==> src/rtl/ast_fifo_pipe.sv <==
// rtl/ast_fifo_pipe.sv - DEPTH-entry Avalon-ST buffer stage with show-ahead output and fill level.
// Optional sink-side framing monitor enabled by defining PIPE_PKT_CHECK_EN.
module ast_fifo_pipe #(
  parameter int SYMBOLS_PER_BEAT = 3,
  parameter int BITS_PER_SYMBOL  = 8,
  parameter int DEPTH            = 4,
  parameter int WIDTH            = 640,
  parameter int HEIGHT           = 480
) (
  input  logic                                        clock,
  input  logic                                        reset_n,
  input  logic [SYMBOLS_PER_BEAT*BITS_PER_SYMBOL-1:0] din_data,
  input  logic                                        din_valid,
  output logic                                        din_ready,
  input  logic                                        din_startofpacket,
  input  logic                                        din_endofpacket,
  output logic [SYMBOLS_PER_BEAT*BITS_PER_SYMBOL-1:0] dout_data,
  output logic                                        dout_valid,
  input  logic                                        dout_ready,
  output logic                                        dout_startofpacket,
  output logic                                        dout_endofpacket,
  output logic [$clog2(DEPTH):0]                      level
`ifdef PIPE_PKT_CHECK_EN
  ,
  output logic                                        pkt_error
`endif
);

  localparam int DW = SYMBOLS_PER_BEAT * BITS_PER_SYMBOL;
  localparam int PW = $clog2(DEPTH);
  localparam int LW = PW + 1;
  localparam int EW = DW + 2;

  logic [EW-1:0] mem_q [DEPTH];
  logic [EW-1:0] mem_d [DEPTH];
  logic [PW-1:0] wr_ptr_q, wr_ptr_d;
  logic [PW-1:0] rd_ptr_q, rd_ptr_d;
  logic [LW-1:0] level_q, level_d;
  logic [EW-1:0] head;
  logic          wr, rd;

  // Ready is decoded from registered level only, so dout_ready never reaches din_ready.
  assign din_ready  = (level_q != LW'(DEPTH));
  assign dout_valid = (level_q != '0);
  assign wr         = din_valid & din_ready;
  assign rd         = dout_valid & dout_ready;
  assign level      = level_q;

  assign head               = mem_q[rd_ptr_q];
  assign dout_data          = dout_valid ? head[DW-1:0] : '0;
  assign dout_startofpacket = dout_valid & head[DW];
  assign dout_endofpacket   = dout_valid & head[DW+1];

  always_comb begin
    mem_d    = mem_q;
    wr_ptr_d = wr_ptr_q;
    rd_ptr_d = rd_ptr_q;
    level_d  = level_q;
    if (wr) begin
      mem_d[wr_ptr_q] = {din_endofpacket, din_startofpacket, din_data};
      wr_ptr_d        = wr_ptr_q + 1'b1;
    end
    if (rd) begin
      rd_ptr_d = rd_ptr_q + 1'b1;
    end
    case ({wr, rd})
      2'b10:   level_d = level_q + 1'b1;
      2'b01:   level_d = level_q - 1'b1;
      default: level_d = level_q;
    endcase
  end

  always_ff @(posedge clock) begin
    mem_q <= mem_d;
  end

  always_ff @(posedge clock or negedge reset_n) begin
    if (!reset_n) begin
      wr_ptr_q <= '0;
      rd_ptr_q <= '0;
      level_q  <= '0;
    end else begin
      wr_ptr_q <= wr_ptr_d;
      rd_ptr_q <= rd_ptr_d;
      level_q  <= level_d;
    end
  end

`ifdef PIPE_PKT_CHECK_EN
  localparam int FRAME = WIDTH * HEIGHT;
  localparam int CW    = $clog2(FRAME) + 1;

  logic          in_pkt_q, in_pkt_d;
  logic [CW-1:0] cnt_q, cnt_d;
  logic          err_q, err_d;
  logic          len_bad;

  // Count includes the current beat; compared one bit wider so saturation cannot alias.
  assign len_bad   = ({1'b0, cnt_q} + 1'b1) != (CW+1)'(FRAME);
  assign pkt_error = err_q;

  always_comb begin
    in_pkt_d = in_pkt_q;
    cnt_d    = cnt_q;
    err_d    = err_q;
    if (wr) begin
      if (din_startofpacket) begin
        if (in_pkt_q) err_d = 1'b1;
        if (din_endofpacket) begin
          if (FRAME != 1) err_d = 1'b1;
          in_pkt_d = 1'b0;
          cnt_d    = '0;
        end else begin
          in_pkt_d = 1'b1;
          cnt_d    = CW'(1);
        end
      end else if (!in_pkt_q) begin
        err_d = 1'b1;
      end else if (din_endofpacket) begin
        if (len_bad) err_d = 1'b1;
        in_pkt_d = 1'b0;
        cnt_d    = '0;
      end else if (cnt_q != '1) begin
        cnt_d = cnt_q + 1'b1;
      end
    end
  end

  always_ff @(posedge clock or negedge reset_n) begin
    if (!reset_n) begin
      in_pkt_q <= 1'b0;
      cnt_q    <= '0;
      err_q    <= 1'b0;
    end else begin
      in_pkt_q <= in_pkt_d;
      cnt_q    <= cnt_d;
      err_q    <= err_d;
    end
  end
`endif

endmodule

==> config.mk <==
export PLATFORM = sky130hd
export DESIGN_NAME = ast_fifo_pipe
export DESIGN_NICKNAME = d
export VERILOG_FILES = /design/src/rtl/ast_fifo_pipe.sv
export SDC_FILE = /design/constraint.sdc
export NUM_CORES = 1
export LEC_CHECK = 0
export BUFFER_PORTS_ARGS = -buffer_cell sky130_fd_sc_hd__buf_2
export CAP_MARGIN = 5
export CORE_ASPECT_RATIO = 0.75
export CORE_UTILIZATION = 45
export CTS_CLUSTER_DIAMETER = 200
export DETAILED_ROUTE_END_ITERATION = 16
export PLACE_DENSITY = 0.73
export SYNTH_ARGS = -nofsm -noshare
export SYNTH_HDL_FRONTEND = slang
export SYNTH_SLANG_ARGS = --single-unit
==> constraint.sdc <==
create_clock -name clock -period 3.2 [get_ports clock]
set_clock_uncertainty 0.2 [all_clocks]
set_input_delay 0.48 -clock clock [delete_from_list [all_inputs] [get_ports clock]]
set_output_delay 0.48 -clock clock [all_outputs]
set_load 0.02 [all_outputs]
==> reports/metrics.yaml, run 1 <==
leakagePower_nw: 1.84
synth_seq_area_share_pct: 74.8
tightest_slew_ps: 735
critical_path.cell_chain: "buf_4 > mux4_2 > and2_1 > buf_2"
portBuffers: 60
gr-total-overflow: 0
n_antenna_cell: 0
gp_congestion: 0.673
slew_violations: 0
power_density_mw_per_mm2: 970
maxSlewHeadroom_pct: 51.0
power_mw: 4.99
area_growth_pct: 16.7
cts.sinks: 111
crit_family: "flip-flops"
cts_max_level: 3
drc: 0
final_area_mm2: 0.00514
fill_cells: 731
num_rows: 30
drive_above_1_share_pct: 38.5
dieHeight_um: 87.7
routed_wl_mm: 7.26
pwr-share-comb_pct: 35.6
yosysTopAreaCellShare_pct: 70.8
hold_path_class: "primary input to flop"
rsz0062_at_grt: "no"
fin_setup_tns_ps: 0
yosys.area.top_type: "edfxtp_1"
worstSetupStartpointType: "flop"
cts_tree: "yes"
ys_seq_elements: 111
grt_use_total_pct: 15.6
clk_pin_slew_ps: 70
reg2reg_depth: 9
wl_per_cell_um: 18.1
max_cap_viol_count: 0
hold_viol_final: 0
yosys-top-cells-area: "edfxtp_1, mux4_2, mux4_1"
initial_utilization_pct: 47.6
required_ps: 2520
setup_viol: 0
endpoint_kind: "output pin"
die_area_mm2: 0.0102
crit_cells: 4
slowest_delay_ps: 630
crit_buf_inv: 2
multi_input_area_mm2: 0.00101
seqPwrFrac_pct: 42.1
whs_ps: 148
syn_inst: 202
critPathArrivalTime_ps: 2230
clk_path_buf_depth: 2
vias: 2019
syn_avg_cell_area_um2: 21.8
p_int_mw: 3.35
antenna_found_initial: 0
worst-path-max-fanout: 15
die_x_um: 116
drt_iter0_markers: 159
firstDrtPassIters: 4
switchingPower_mw: 1.64
swShare_pct: 32.9
dpl.hpwl_mm: 4.49
critical_path_class: "flop to output pin"
grt_max_degree: 30
seq_area_mm2: 0.00330
clock_latency_ps: 340
fin_nets: 304
holdPathStages: 1
fin_crit_ps: 2910
synth_area_mm2: 0.00441
io_pins: 61
cts_made_buffers: 9
peakVddDrop_uv: 422
syn_nets: 238
pwr-share-clk_pct: 22.3
grt_pass1_vias: 2102
ys_warn_count: 0
placement.cell_area_mm2: 0.00483
synth.distinct_cells: 22
fp.coreArea_mm2: 0.00927
post-route-period-util_pct: 90.8
vias_per_cell: 5.03
crit_slowest_cell: "dfrtp_2"
status: "completed"
antenna_left: 0
root_buffer: "clkbuf_16"
fmax_mhz: 344
grt_first_pass_wirelength_mm: 11.1
==> per-stage QoR <==
stage          util, %  setup WS [ps]  std cells
2_1_floorplan        -            773        202
3_3_place_gp      52.1            649        384
3_5_place_dp      52.1            622        384
4_1_cts           55.5            238        401
5_1_grt           55.5            150        401
6_report          55.5            293        401
==> cells in the mapped netlist <==
master,count
nor2_1,1
clkbuf_1,2
buf_2,4
xor2_1,3
dfrtp_1,7
mux2i_1,1
and2_1,27
ha_1,5
fa_1,1
edfxtp_1,104
or3b_4,1
inv_1,6
xnor2_1,3
and3_2,4
or3_1,1
nand3_1,1
mux4_2,18
buf_12,2
mux4_1,8
and2_4,1
mux2_4,1
buf_6,1
==> logic make-up (layout without fill, tap and decap cells) <==
| group | count (synthesis) | after routing | share of synthesized area (%) |
|---|---|---|---|
| mux | 28 | 28 | 14.5 |
| buf+inv | 15 | 86 | 2.30 |
| flops | 111 | 111 | 74.8 |
| fa+ha+maj | 6 | 6 | 1.87 |
| xor+xnor | 6 | 6 | 1.19 |
| simple gates | 36 | 36 | 5.31 |
==> state kept, by name, summed over array words and instances (netlist names) <==
register,flops
mem_q,104
level,3
rd_ptr_q,2
wr_ptr_q,2
==> path summary, 6_finish.rpt <==
kind	startpoint	endpoint	slack [ps]
max in group asynchronous	reset_n	rd_ptr_q[0]	2320
max reg2reg	level[0]	level[2]	790
min reg2reg	level[2]	level[2]	330
max	rd_ptr_q[0]	dout_data[0]	290
min in group asynchronous	reset_n	rd_ptr_q[0]	300
min	din_data[11]	mem_q[63]	150
==> cells in the final DEF, fill, tap and decap left out <==
cell,n
buf_4,2
edfxtp_1,104
buf_12,1
mux2_4,1
ha_1,5
xor2_1,3
nor2_1,1
inv_6,1
or3_1,1
or3b_4,1
nand3_1,1
and3_2,4
clkbuf_16,9
and2_1,27
and2_4,1
dlygate4sd3_1,1
mux4_2,18
dfrtp_1,6
fa_1,1
buf_2,60
inv_8,1
mux2i_1,1
bufinv_16,1
mux4_1,8
dfrtp_2,1
clkinv_4,1
xnor2_1,3
clkinvlp_4,3
inv_1,6
==> power by group through the flow <==
stage / clock (mW) / combinational, mW / sequential (mW)
after floorplan: 0 / 1.39 / 2.04
after global routing: 1.20 / 1.93 / 2.13
after CTS: 1.14 / 1.81 / 2.11
after global placement: 0 / 1.78 / 2.12
final: 1.11 / 1.77 / 2.10
after detailed placement: 0 / 1.81 / 2.14
==> layer usage <==
layer	vias to the layer above	GRT usage, %	wire [um]
met3	7	6.16	339
met2	43	26.5	3590
li1	933	-	-
met4	0	4.20	69
met1	1036	18.6	3250
met5	-	0	0
==> repair_timing <==
action                    4_1_cts  5_1_grt
hold endpoints to repair        7        0
resized for setup               0        0
hold buffers                    1        0
buffers inserted                0        0
==> final cells by class <==
class / instances / area share [%]
clock buffers: 9 / 4.38
clock inverters: 7 / 1.58
inverters: 6 / 0.438
multi-input cells: 76 / 19.6
flip-flops and latches: 111 / 64.1
well taps: 128 / 3.11
repair buffers: 64 / 6.71
Power figures use the tool's default switching activity.
==> run 2: changes to the inputs <==
--- a/config.mk
+++ b/config.mk
@@ -5,13 +5,15 @@
 export SDC_FILE = /design/constraint.sdc
 export NUM_CORES = 1
 export LEC_CHECK = 0
+export ABC_AREA = 1
 export BUFFER_PORTS_ARGS = -buffer_cell sky130_fd_sc_hd__buf_2
 export CAP_MARGIN = 5
 export CORE_ASPECT_RATIO = 0.75
 export CORE_UTILIZATION = 45
 export CTS_CLUSTER_DIAMETER = 200
 export DETAILED_ROUTE_END_ITERATION = 16
-export PLACE_DENSITY = 0.73
+export PLACE_DENSITY = 0.72
 export SYNTH_ARGS = -nofsm -noshare
 export SYNTH_HDL_FRONTEND = slang
 export SYNTH_SLANG_ARGS = --single-unit
+export TNS_END_PERCENT = 50
==> reports/metrics.yaml, run 2 <==
final_cell_mix: "nand2_1, inv_1, edfxtp_1, buf_2, nand3_1"
wl_per_cell_um: 14.2  # -21%
fmax_mhz: 370  # +7.7%
io_pins: 61  # unchanged
initial_utilization_pct: 47.0  # -0.59 points
tightest_slew_ps: 874  # +138 ps
critical_path_class: "flop to output pin"
synth_flop_cell: "edfxtp_1"
drc: 0  # unchanged
vias: 3170  # +57%
clk_path_buf_depth: 2  # unchanged
drive_above_1_share_pct: 16.6  # -22 points
synth_area_mm2: 0.00489  # +11%
syn_avg_cell_area_um2: 10.5  # -52%
ys_warn_count: 0  # unchanged
vias_per_cell: 4.77  # -5.3%
cts_resized: 0  # unchanged
gr-total-overflow: 0  # unchanged
endpoint_kind: "output pin"
yosysTopAreaCellShare_pct: 63.9  # -7.0 points
required_ps: 2520  # about the same
area_growth_pct: 13.8
worstSetupStartpointType: "flop"
post_cts_buffers: 0  # unchanged
r2r-start: "level[0]"
setup_viol: 0  # unchanged
clk_pin_slew_ps: 70  # about the same
status: "completed"
antenna_found_initial: 1  # +1
num_rows: 32  # +6.7%
timing.critical_path.to: "dout_data[18]"
grt_max_degree: 54  # +80%
grt_first_pass_wirelength_mm: 15.1  # +37%
firstDrtPassIters: 5  # +1
syn_nets: 502  # +110%
gp_congestion: 0.762  # +13%
power_mw: 5.20  # +4.2%
fin_setup_tns_ps: 0  # unchanged
rsz0062_at_grt: "no"
fp.coreArea_mm2: 0.0104  # +12%
rr_endpoint: "level[2]"
synth_enable_flop_cells: 104  # unchanged
clock_latency_ps: 340  # about the same
yosys-top-cells-area: "edfxtp_1, nand2_1, inv_1"
yosys.area.top_type: "edfxtp_1"
fin_nets: 562  # +85%
syn_inst: 466  # +130%
synth_seq_area_share_pct: 67.5  # -7.3 points
cts_tree: "yes"
cts.sinks: 111  # unchanged
die_area_mm2: 0.0113  # +11%
worst-path-max-fanout: 26  # +11
reg2reg_depth: 10  # +1
largest_reg_flops: 104  # unchanged
async_flop_share_pct: 6.31  # unchanged
layout_commonest_cell: "nand2_1"
synth_most_common_cell: "nand2_1"
dieHeight_um: 92.3  # +5.2%
post-route-period-util_pct: 84.4  # -6.5 points
fill_cells: 897  # +23%
synth.distinct_cells: 19  # -14%
crit_start: "rd_ptr_q[1]"
cts_made_buffers: 9  # unchanged
die_x_um: 122  # +5.2%
antenna_left: 0  # unchanged
drt_iter0_markers: 198  # +25%
maxSlewHeadroom_pct: 41.4  # -9.6 points
n_antenna_cell: 0  # unchanged
hold_path_class: "primary input to flop"
portBuffers: 60  # unchanged
ys_seq_elements: 111  # unchanged
slew_violations: 0  # unchanged
cts_max_level: 3  # unchanged
root_buffer: "clkbuf_16"
max_cap_viol_count: 0  # unchanged
routed_wl_mm: 9.47  # +31%
peakVddDrop_uv: 502  # +19%
r2r_setup_slack_ps: 840  # +50 ps
grt_use_total_pct: 18.3  # +2.7 points
fin_crit_ps: 2700  # -208 ps
dpl.hpwl_mm: 5.72  # +27%
grt_pass1_vias: 3029  # +44%
ys_top_cells_by_count: "nand2_1, inv_1, edfxtp_1"
critPathArrivalTime_ps: 2020  # -210 ps
power_density_mw_per_mm2: 934  # -3.7%
leakagePower_nw: 2.55  # +38%
hold_viol_final: 0  # unchanged
regMostFlops: "mem_q"
## run 2: cell count changes in the layout (fill, tap and decap cells not counted), sizes merged, moves of 3 or more
cell    change
xor2        -3
buf         +3
mux4       -26
a21oi      +26
clkinv      +3
and3        -4
nand3      +57
inv       +111
nand2     +118
and2       -28
nor2        +3
## run 2: what timing repair did
item / 4_1_cts / 5_1_grt
endpoints found under the hold margin: 7 / 0
hold buffers: 1 / 0
setup endpoints to repair: 0 / 0
## run 2: logic make-up after synthesis
kind of cell / Yosys count / synth area share, %
AND/OR/NAND/NOR: 181 / 15.6
adder cells (fa/ha/maj): 6 / 1.69
flip-flops: 111 / 67.5
AO/OA/AOI/OAI: 28 / 2.87
buffers and inverters: 138 / 12.0
XOR/XNOR: 2 / 0.358
## run 2: per-layer routing
metal	routed length, um	global-route usage, %	up-vias
met1	3990	22.1	1471
li1	-	-	1583
met4	99	5.39	2
met3	725	6.90	11
met5	13	0	-
met2	4640	30.3	103
## run 2: worst max-delay path, stage by stage (launching register included)
cell and delay (ps):
dfrtp_1 350, clkinv_1 680, nand3_1 340, a21oi_1 110, buf_2 190
## run 2: how the worst min path moves through the flow
stage / from / endpoint / slack [ps] / cells after the start
floorplan: reset_n / level[0] / -20 / 0
global placement: reset_n / level[0] / 120 / 1
detailed placement: reset_n / level[0] / 120 / 1
CTS: din_data[11] / mem_q[63] / 130 / 1
global route: din_data[21] / mem_q[73] / 130 / 1
finish: din_data[11] / mem_q[63] / 150 / 1
## run 2: where the power goes
part / internal (mW) / total [mW] / switching (mW)
Sequential: 1.92 / 2.03 / 0.113
Combinational: 0.651 / 2.19 / 1.54
Clock: 0.516 / 0.979 / 0.462
## run 2: final cells by class
| cell class | instances | area, um^2 | share of cell area [%] |
|---|---|---|---|
| Inverter | 120 | 453 | 8.14 |
| Tap cell | 136 | 170 | 3.06 |
| Sequential cell | 111 | 3300 | 59.3 |
| Timing Repair Buffer | 67 | 355 | 6.38 |
| Clock inverter | 4 | 25.0 | 0.450 |
| Clock buffer | 10 | 229 | 4.11 |
| Multi-Input combinational cell | 217 | 1030 | 18.6 |
## run 2: through the flow
stage	instances	instance area, um^2	setup slack (ps)	utilization (%)	hold WS, ps
6_report	665	5570	500	53.5	145
5_1_grt	665	5570	379	53.5	129
4_1_cts	665	5570	468	53.5	134
3_5_place_dp	650	5300	849	50.9	123
3_3_place_gp	650	5300	855	50.9	121
2_1_floorplan	466	4890	528	-	-15.6
==> run 3: changes to the inputs <==
--- a/config.mk
+++ b/config.mk
@@ -5,14 +5,14 @@
 export SDC_FILE = /design/constraint.sdc
 export NUM_CORES = 1
 export LEC_CHECK = 0
-export ABC_AREA = 1
+export ABC_AREA = 0
 export BUFFER_PORTS_ARGS = -buffer_cell sky130_fd_sc_hd__buf_2
 export CAP_MARGIN = 5
 export CORE_ASPECT_RATIO = 0.75
 export CORE_UTILIZATION = 45
 export CTS_CLUSTER_DIAMETER = 200
 export DETAILED_ROUTE_END_ITERATION = 16
-export PLACE_DENSITY = 0.72
+export PLACE_DENSITY = 0.75
 export SYNTH_ARGS = -nofsm -noshare
 export SYNTH_HDL_FRONTEND = slang
 export SYNTH_SLANG_ARGS = --single-unit
==> constraint.sdc (replaced) <==
create_clock -name clock -period 2.3 [get_ports clock]
set_clock_uncertainty 0.2 [all_clocks]
set_input_delay 0.345 -clock clock [delete_from_list [all_inputs] [get_ports clock]]
set_output_delay 0.345 -clock clock [all_outputs]
set_load 0.02 [all_outputs]
==> reports/metrics.yaml, run 3 (synthesized netlist as in run 1, its figures left out) <==
clk_path_buf_depth: 2  # unchanged
fmax_mhz: 421
final_cell_mix: "edfxtp_1, buf_2, and2_1, mux4_2, clkbuf_16"
whs_ps: 17.7  # -128 ps
grt_max_degree: 29  # -46%
drive_above_1_share_pct: 42.2  # +26 points
regMostFlops: "mem_q"
leakagePower_nw: 1.87  # -27%
violations: "setup timing"
critPathArrivalTime_ps: 1830  # -190 ps
drt_iter0_markers: 151  # -24%
antenna_left: 0  # unchanged
fill_cells: 713  # -21%
grt_use_total_pct: 16.6  # -1.7 points
power_mw: 7.20  # +39%
portBuffers: 60  # unchanged
min_from: "din_data[17]"
reg2reg_depth: 9  # -1
power_density_mw_per_mm2: 1380  # +48%
dieHeight_um: 87.7  # -4.9%
worstHoldEndpoint: "mem_q[17]"
worstSetupStartpointType: "flop"
hold_viol_final: 0  # unchanged
final_util_pct: 56.2  # +2.7 points
root_buffer: "clkbuf_16"
antenna_found_initial: 1  # unchanged
post_cts_buffers: 0  # unchanged
gr-total-overflow: 0  # unchanged
die_x_um: 116  # -5.0%
fp.coreArea_mm2: 0.00927  # -11%
clock_latency_ps: 340  # about the same
fin_crit_ps: 2370
layout_commonest_cell: "edfxtp_1"
maxSlewHeadroom_pct: 50.4  # +9.0 points
cts.sinks: 111  # unchanged
fin_setup_tns_ps: -738  # -738 ps
slew_violations: 0  # unchanged
largest_reg_flops: 104  # unchanged
clk_pin_slew_ps: 70  # about the same
grt_first_pass_wirelength_mm: 11.9  # -21%
die_area_mm2: 0.0102  # -9.6%
cts_tree: "yes"
required_ps: 1750  # -770 ps
post-route-period-util_pct: 103
setup_viol: 23  # +23
rr_endpoint: "level[2]"
wl_per_cell_um: 19.1  # +34%
firstDrtPassIters: 4  # -1
placement.cell_area_mm2: 0.00487  # -8.2%
hold_path_class: "primary input to flop"
initial_utilization_pct: 47.6  # +0.59 points
fin_ws_ps: -74.6  # -575 ps
critical_path_class: "flop to output pin"
r2r-start: "level[1]"
fin_nets: 307  # -45%
tightest_slew_ps: 744  # -129 ps
dpl.hpwl_mm: 4.82  # -16%
final_area_mm2: 0.00521  # -6.4%
worst-path-max-fanout: 11  # -58%
grt_pass1_vias: 2175  # -28%
vias_per_cell: 5.11  # +7.1%
vias: 2058  # -35%
holdPathStages: 1  # unchanged
n_antenna_cell: 0  # unchanged
max_cap_viol_count: 0  # unchanged
rsz0062_at_grt: "yes"
io_pins: 61  # unchanged
num_rows: 30  # -6.3%
drc: 0  # unchanged
critical_path.cell_chain: "buf_8 > mux4_1 > and2_1 > buf_2"
slowest_delay_ps: 550  # -130 ps
crit_slowest_cell: "mux4_1"
gp_congestion: 0.736  # -3.4%
peakVddDrop_uv: 583  # +16%
status: "finished, violations left"
cts_max_level: 3  # unchanged
routed_wl_mm: 7.71  # -19%
cts_made_buffers: 9  # unchanged
area_growth_pct: 18.2
r2r_setup_slack_ps: 10  # -830 ps
endpoint_kind: "output pin"
-- run 3: changes by cell type in the layout (fill, tap and decap cells not counted), sizes merged, moves of 2 or more --
| cell | delta |
|---|---|
| nand2 | -118 |
| mux4 | +26 |
| o21ai | -2 |
| inv | -113 |
| and3 | +4 |
| nand3 | -57 |
| bufinv | +2 |
| xor2 | +3 |
| and2 | +28 |
| a21oi | -26 |
| nor2 | -3 |
-- run 3: worst max-delay path by stage --
stage,start,endpoint,slack (ps)
final,rd_ptr_q[0],dout_endofpacket,-70
after floorplan,level[1],level[2],-6
after CTS,rd_ptr_q[0],dout_data[21],-100
after detailed placement,level[1],level[2],10
after global placement,level[1],level[2],80
after global routing,rd_ptr_q[0],dout_endofpacket,-120
-- run 3: final cells by class --
class                           instances  area, um^2  share of cell area (%)
Clock inverter                          5        73.8                    1.42
Inverter                                6        22.5                   0.432
Clock buffer                           10         229                    4.39
Sequential cell                       111        3300                    63.4
Multi-Input combinational cell         76        1030                    19.7
Tap cell                              128         160                    3.07
Timing Repair Buffer                   67         394                    7.56
-- run 3: worst max-delay path, delay by kind of cell (launching register included) --
kind                   cells  cell delay, ps
buffers and inverters      2             330
flip-flops                 1             410
multiplexers               1             550
AND/OR/NAND/NOR            1             200
-- run 3: repair_timing --
item                                    4_1_cts  5_1_grt
pin swaps                                     1        0
hold buffers                                  1        0
gates cloned                                  0        0
endpoints found under the setup margin       26       27
endpoints found under the hold margin         7        0
resized for setup                             2       10
-- run 3: power by group --
group | internal (mW) | switching, mW
logic | 1.26 | 1.52
registers | 2.70 | 0.137
clock network | 0.941 | 0.644
total | 4.90 | 2.30
-- run 3: routing by layer --
layer	up-vias	global-route usage, %	part of all wire, %
li1	938	-	-
met1	1053	20.7	43
met2	56	27.3	50
met3	9	5.67	5.6
met4	2	5.59	1.0
met5	-	0	0.17
-- run 3: metrics by stage --
step           worst slack [ps]  std cells
6_report                  -74.6        403
5_1_grt                    -124        403
4_1_cts                   -96.3        403
3_5_place_dp               11.9        387
3_3_place_gp               76.5        387
2_1_floorplan             -6.22        202
